$ cat src/rtl/encoder_reg_mc.sv
// Avalon-MM register bank for the multi-channel incremental-encoder capture path.
// Global control/clear/irq registers at 0x00-0x04, four words per channel from 0x10.
module encoder_reg_mc #(
  parameter int unsigned CH_NUM = 4,
  parameter int unsigned DATA_W = 32
) (
  input  logic                     clk,
  input  logic                     rst,
  input  logic [7:0]               avs_address,
  input  logic                     avs_write,
  input  logic [31:0]              avs_write_data,
  input  logic                     avs_read,
  output logic [31:0]              avs_read_data,
  output logic                     avs_read_data_valid,
  output logic [CH_NUM-1:0]        clear,
  output logic                     irq,
  input  logic [CH_NUM*DATA_W-1:0] step,
  input  logic [CH_NUM*DATA_W-1:0] speed
);

  localparam logic [7:0]  ADDR_CTRL = 8'h00;
  localparam logic [7:0]  ADDR_CLR  = 8'h01;
  localparam logic [7:0]  ADDR_STAT = 8'h02;
  localparam logic [7:0]  ADDR_EN   = 8'h03;
  localparam logic [7:0]  ADDR_INFO = 8'h04;
  localparam logic [7:0]  ADDR_CH0  = 8'h10;
  localparam logic [31:0] INFO_WORD = {16'h0001, 8'(DATA_W), 8'(CH_NUM)};

  logic [DATA_W-1:0] step_ch    [CH_NUM];
  logic [DATA_W-1:0] speed_ch   [CH_NUM];
  logic [DATA_W-1:0] step_thr   [CH_NUM];
  logic [DATA_W-1:0] step_snap  [CH_NUM];
  logic [DATA_W-1:0] speed_snap [CH_NUM];

  logic [CH_NUM-1:0] hit;
  logic [CH_NUM-1:0] hit_q;
  logic [CH_NUM-1:0] hit_qq;
  logic [CH_NUM-1:0] evt;
  logic [CH_NUM-1:0] irq_stat;
  logic [CH_NUM-1:0] irq_en;
  logic [CH_NUM-1:0] clr_mask;
  logic [CH_NUM-1:0] w1c_mask;
  logic              ctrl_ie;

  logic              wr_ctrl;
  logic              wr_clr;
  logic              wr_stat;
  logic              wr_en;
  logic              snap_all;
  logic [5:0]        ch_idx;
  logic              ch_valid;
  logic [31:0]       rd_val;

  // Address decode shared by the write and read paths
  always_comb begin
    wr_ctrl  = avs_write && (avs_address == ADDR_CTRL);
    wr_clr   = avs_write && (avs_address == ADDR_CLR);
    wr_stat  = avs_write && (avs_address == ADDR_STAT);
    wr_en    = avs_write && (avs_address == ADDR_EN);
    snap_all = wr_ctrl && avs_write_data[1];
    ch_idx   = avs_address[7:2] - 6'd4;
    ch_valid = (avs_address >= ADDR_CH0) && (32'(ch_idx) < CH_NUM);
    clr_mask = {CH_NUM{wr_ctrl & avs_write_data[0]}}
             | ({CH_NUM{wr_clr}} & avs_write_data[CH_NUM-1:0]);
    w1c_mask = {CH_NUM{wr_stat}} & avs_write_data[CH_NUM-1:0];
  end

  // Unpack channel buses and evaluate the unsigned threshold compare
  always_comb begin
    for (int unsigned n = 0; n < CH_NUM; n++) begin
      step_ch[n]  = step[n*DATA_W +: DATA_W];
      speed_ch[n] = speed[n*DATA_W +: DATA_W];
      hit[n]      = (step_thr[n] != '0) && (step_ch[n] >= step_thr[n]);
    end
  end

  // Event is taken from the registered hit so IRQ_STAT lands one cycle after hit_q
  always_comb begin
    evt = hit_q & ~hit_qq;
  end

  // Global control state and one-cycle clear pulses
  always_ff @(posedge clk or posedge rst) begin
    if (rst) begin
      clear   <= '0;
      ctrl_ie <= 1'b0;
      irq_en  <= '0;
    end else begin
      clear <= clr_mask;
      if (wr_ctrl) ctrl_ie <= avs_write_data[2];
      if (wr_en)   irq_en  <= avs_write_data[CH_NUM-1:0];
    end
  end

  // Per-channel thresholds and snapshots; a clear overrides a concurrent snapshot
  always_ff @(posedge clk or posedge rst) begin
    if (rst) begin
      for (int unsigned n = 0; n < CH_NUM; n++) begin
        step_thr[n]   <= '0;
        step_snap[n]  <= '0;
        speed_snap[n] <= '0;
      end
    end else begin
      for (int unsigned n = 0; n < CH_NUM; n++) begin
        if (avs_write && ch_valid && (32'(ch_idx) == n) && (avs_address[1:0] == 2'd2))
          step_thr[n] <= avs_write_data[DATA_W-1:0];
        if (clr_mask[n]) begin
          step_snap[n]  <= '0;
          speed_snap[n] <= '0;
        end else if (snap_all) begin
          step_snap[n]  <= step_ch[n];
          speed_snap[n] <= speed_ch[n];
        end
      end
    end
  end

  // Threshold edge detection, sticky status with set-over-W1C, registered irq level
  always_ff @(posedge clk or posedge rst) begin
    if (rst) begin
      hit_q    <= '0;
      hit_qq   <= '0;
      irq_stat <= '0;
      irq      <= 1'b0;
    end else begin
      hit_q    <= hit;
      hit_qq   <= hit_q;
      irq_stat <= (irq_stat & ~w1c_mask) | evt;
      irq      <= ctrl_ie && (|(irq_stat & irq_en));
    end
  end

  // Read data mux; unmapped and out-of-range channel addresses return zero
  always_comb begin
    rd_val = '0;
    case (avs_address)
      ADDR_CTRL: rd_val[2] = ctrl_ie;
      ADDR_STAT: rd_val = 32'(irq_stat);
      ADDR_EN:   rd_val = 32'(irq_en);
      ADDR_INFO: rd_val = INFO_WORD;
      default: begin
        for (int unsigned n = 0; n < CH_NUM; n++) begin
          if (ch_valid && (32'(ch_idx) == n)) begin
            case (avs_address[1:0])
              2'd0:    rd_val = 32'(step_snap[n]);
              2'd1:    rd_val = 32'(speed_snap[n]);
              2'd2:    rd_val = 32'(step_thr[n]);
              default: rd_val = 32'(step_ch[n]);
            endcase
          end
        end
      end
    endcase
  end

  // Registered read response; reads see register state from before any same-cycle write
  always_ff @(posedge clk or posedge rst) begin
    if (rst) begin
      avs_read_data       <= '0;
      avs_read_data_valid <= 1'b0;
    end else begin
      avs_read_data       <= avs_read ? rd_val : '0;
      avs_read_data_valid <= avs_read;
    end
  end

endmodule
$ cat config.mk
export PLATFORM = sky130hd
export DESIGN_NAME = encoder_reg_mc
export DESIGN_NICKNAME = d
export VERILOG_FILES = /design/src/rtl/encoder_reg_mc.sv
export SDC_FILE = /design/constraint.sdc
export NUM_CORES = 1
export LEC_CHECK = 0
export ABC_CLOCK_PERIOD_IN_PS = 34000
export CORE_MARGIN = 2
export CORE_UTILIZATION = 60
export DETAILED_ROUTE_END_ITERATION = 12
export GPL_TIMING_DRIVEN = 0
export PLACE_DENSITY = 0.85
export SKIP_CTS_REPAIR_TIMING = 1
export SLEW_MARGIN = 20
export SYNTH_ARGS = -nofsm -noshare
export SYNTH_HDL_FRONTEND = slang
export SYNTH_SLANG_ARGS = --single-unit
$ cat constraint.sdc
create_clock -name clk -period 34 [get_ports clk]
set_input_delay 6.8 -clock clk [delete_from_list [all_inputs] [get_ports clk]]
set_output_delay 6.8 -clock clk [all_outputs]
set_load 0.02 [all_outputs]
==> flow_summary.json <==
{
  "rsz0062_at_grt": "no",
  "netlist_top_cells_count": "569 x nand2_1, 439 x dfrtp_1, 306 x a21oi_1, 136 x inv_1, 128 x ha_1",
  "synthCells": 2435,
  "dpl_cell_area_um2": 28630,
  "numPortBuffers": 335,
  "routed_wl_um": 98800,
  "place_hpwl_um": 75450,
  "synth_area_leader_cell": "dfrtp_1",
  "yosysMostFrequentCell": "nand2_1",
  "wl_per_cell_um": 29.07,
  "clockBufferDepth": 3,
  "grt_pass1_vias": 21980,
  "fin_area_um2": 30310,
  "finalSetupViolCount": 0,
  "cts_made_buffers": 48,
  "drc": 0,
  "antenna_found_initial": 5,
  "die_area_um2": 42450,
  "cap_violations": 0,
  "routed-via-count": 22620,
  "rows": 74,
  "synthMuxAreaShare_pct": 17.57,
  "critPathSlowestCell": "a211oi_1",
  "slew_violations": 0,
  "drive_above_1_share_pct": 15.03,
  "design.core.area_um2": 40550,
  "syn2layout_area_growth_pct": 23.74,
  "synth_edf_count": 0,
  "async_reset_ff_share_pct": 100.0,
  "critPathKind": "primary input to flop",
  "drt_iter0_markers": 2904,
  "crit_chain": "clkdlybuf4s50_1 > buf_2 > buf_2 > clkbuf_1 > mux4_2 > a211oi_1 > nor3_1",
  "hold_viol": 0,
  "netlist_area_um2": 24490,
  "yosys-top-cells-area": "dfrtp_1 45%, nand2_1 8.7%, mux4_2 8.5%",
  "fmax_ghz": 0.09835,
  "cts.sinks": 439,
  "synth_top_cell_area_share_pct": 44.85,
  "syn-num-nets": 2863,
  "critPathCaptureType": "flop",
  "synthXorXnorAreaFrac_pct": 0,
  "p_per_area_nw_per_um2": 43.21,
  "min_period_ns": 10.17,
  "hold_path_class": "flop to flop",
  "grt_pass1_wl_um": 140800,
  "synth_compound_area_share_pct": 12.17,
  "first_pass_iters": 6,
  "place_inst": 3306,
  "status": "completed",
  "path_max_fanout": 10,
  "cellLeakagePower_nw": 13.30,
  "fin_util_pct": 74.74,
  "instances_no_fill": 3399,
  "setup-tns-final_ns": 0,
  "ys.flop_type": "dfrtp_1",
  "htree_levels": 2,
  "synth_warnings": 0,
  "synth_top_family_by_area": "multiplexers",
  "final_nets": 3252,
  "synth-simple-area-share_pct": 13.49,
  "fin_skew_ns": 0.01898,
  "die-height_um": 206.0,
  "pin_count": 338,
  "holdWs_ns": 0.3749,
  "period_share_pct": 29.90,
  "cp-start-kind": "primary input",
  "cts_tree": "done",
  "slew_headroom_pct": 27.70,
  "gr-usage-all-layers_pct": 46.56,
  "ys_seq_area_share_pct": 44.85,
  "ant_nets": 0,
  "routed_via_density": 6.654,
  "path_clk_slew_ns": 0.06,
  "slowest_delay_ns": 0.88,
  "ir_worst_vdd_v": 0.00003942,
  "worst_pin_slew_ns": 1.078,
  "clock_latency_ns": 0.61,
  "synth_cell_types": 53,
  "syn-mean-instance-area_um2": 10.06,
  "crit_required_ns": 34.43,
  "place_congestion": 1.021,
  "synth_adder_area_share_pct": 6.539,
  "start_util_pct": 60.40,
  "path_delay_family": "buffers and inverters",
  "cts_root_buffer": "clkbuf_16",
  "cp_common_cell": "buf_2",
  "critPathBufInv": 4,
  "grt_max_degree": 104,
  "overflow": 0,
  "arrival_ns": 10.60,
  "ys_ff_latch": 439,
  "die_w_um": 206.0
}
-- metal layers --
layer	share of wire (%)	routed length, um	GRT usage, %	vias to the layer above
met5	0.0091	9	0	-
met4	6.8	6754	26.94	2
met3	12	12190	13.56	406
met2	44	43900	71.51	1741
met1	36	35940	59.05	11100
li1	-	-	-	9363
-- final cells by class --
| type | instances | area (um2) |
|---|---|---|
| buffer | 164 | 804.5 |
| multi-input combinational | 1695 | 12190 |
| clock inverter | 18 | 232.7 |
| tap | 532 | 665.6 |
| clock buffer | 68 | 1429 |
| antenna | 7 | 17.52 |
| sequential | 439 | 10990 |
| timing repair buffer | 339 | 3463 |
| fill | 2807 | 10240 |
| inverter | 137 | 521.8 |
-- flip-flops by register name, indices dropped and copies added, names as in the netlist --
register,count
clear,4
step_snap,128
irq_en,4
avs_read_data_valid,1
avs_read_data,32
hit_q,4
hit_qq,4
ctrl_ie,1
irq_stat,4
step_thr,128
irq,1
speed_snap,128
-- per-stage QoR --
step | setup slack (ns) | power, W
floorplan | 14.97 | 0.0006544
global placement | 10.15 | 0.0007464
detailed placement | 23.55 | 0.0007532
CTS | 24.18 | 0.001300
global route | 23.91 | 0.001338
finish | 23.83 | 0.001310
-- where the power goes --
part           switching, W  total [W]  internal [W]
logic              0.000105   0.000192     0.0000871
registers         0.0000185   0.000560      0.000542
clock network      0.000227   0.000557      0.000330
-- cells by family (layout without fill, tap and decap cells) --
| kind of cell | after synthesis | after routing |
|---|---|---|
| AND/OR/NAND/NOR | 770 | 770 |
| multiplexers | 284 | 284 |
| other | 0 | 7 |
| flip-flops | 439 | 439 |
| AO/OA/AOI/OAI | 513 | 513 |
| adder cells (fa/ha/maj) | 128 | 128 |
| buffers and inverters | 301 | 726 |
-- cells in the final DEF (no fill, tap or decap), types with 7 or more instances in the layout --
cell type	n
mux2_2	120
nor4_1	32
a211oi_1	41
buf_6	8
nor2_1	29
nand4_1	19
buf_4	7
mux2_4	30
o21ai_0	72
ha_1	128
nand3_1	14
mux2_1	7
clkbuf_16	50
a2bb2oi_1	14
diode_2	7
nand2_1	569
clkbuf_8	11
o221ai_1	17
inv_1	135
buf_1	10
a21oi_1	306
clkbuf_1	64
clkinv_2	10
mux2i_1	35
dfrtp_1	439
mux4_2	92
buf_2	81
clkdlybuf4s50_1	335
nor3_1	28
a221oi_1	22
nor2b_1	48
-- final timing paths --
| check | from | end | slack [ns] | cells past startpoint |
|---|---|---|---|---|
| hold / removal | hit_q[0] | hit_qq[0] | 0.37 | 0 |
| max in group asynchronous | rst | avs_read_data[19] | 25.99 | 4 |
| min in group asynchronous | rst | avs_read_data[12] | 6.70 | 2 |
| setup reg to reg | step_thr[118] | hit_q[0] | 31.31 | 6 |
| hold reg to reg | hit_q[0] | hit_qq[0] | 0.37 | 0 |
| setup / recovery | avs_address[0] | avs_read_data[12] | 23.83 | 7 |
Note: power is estimated with default switching activity, not from simulation.
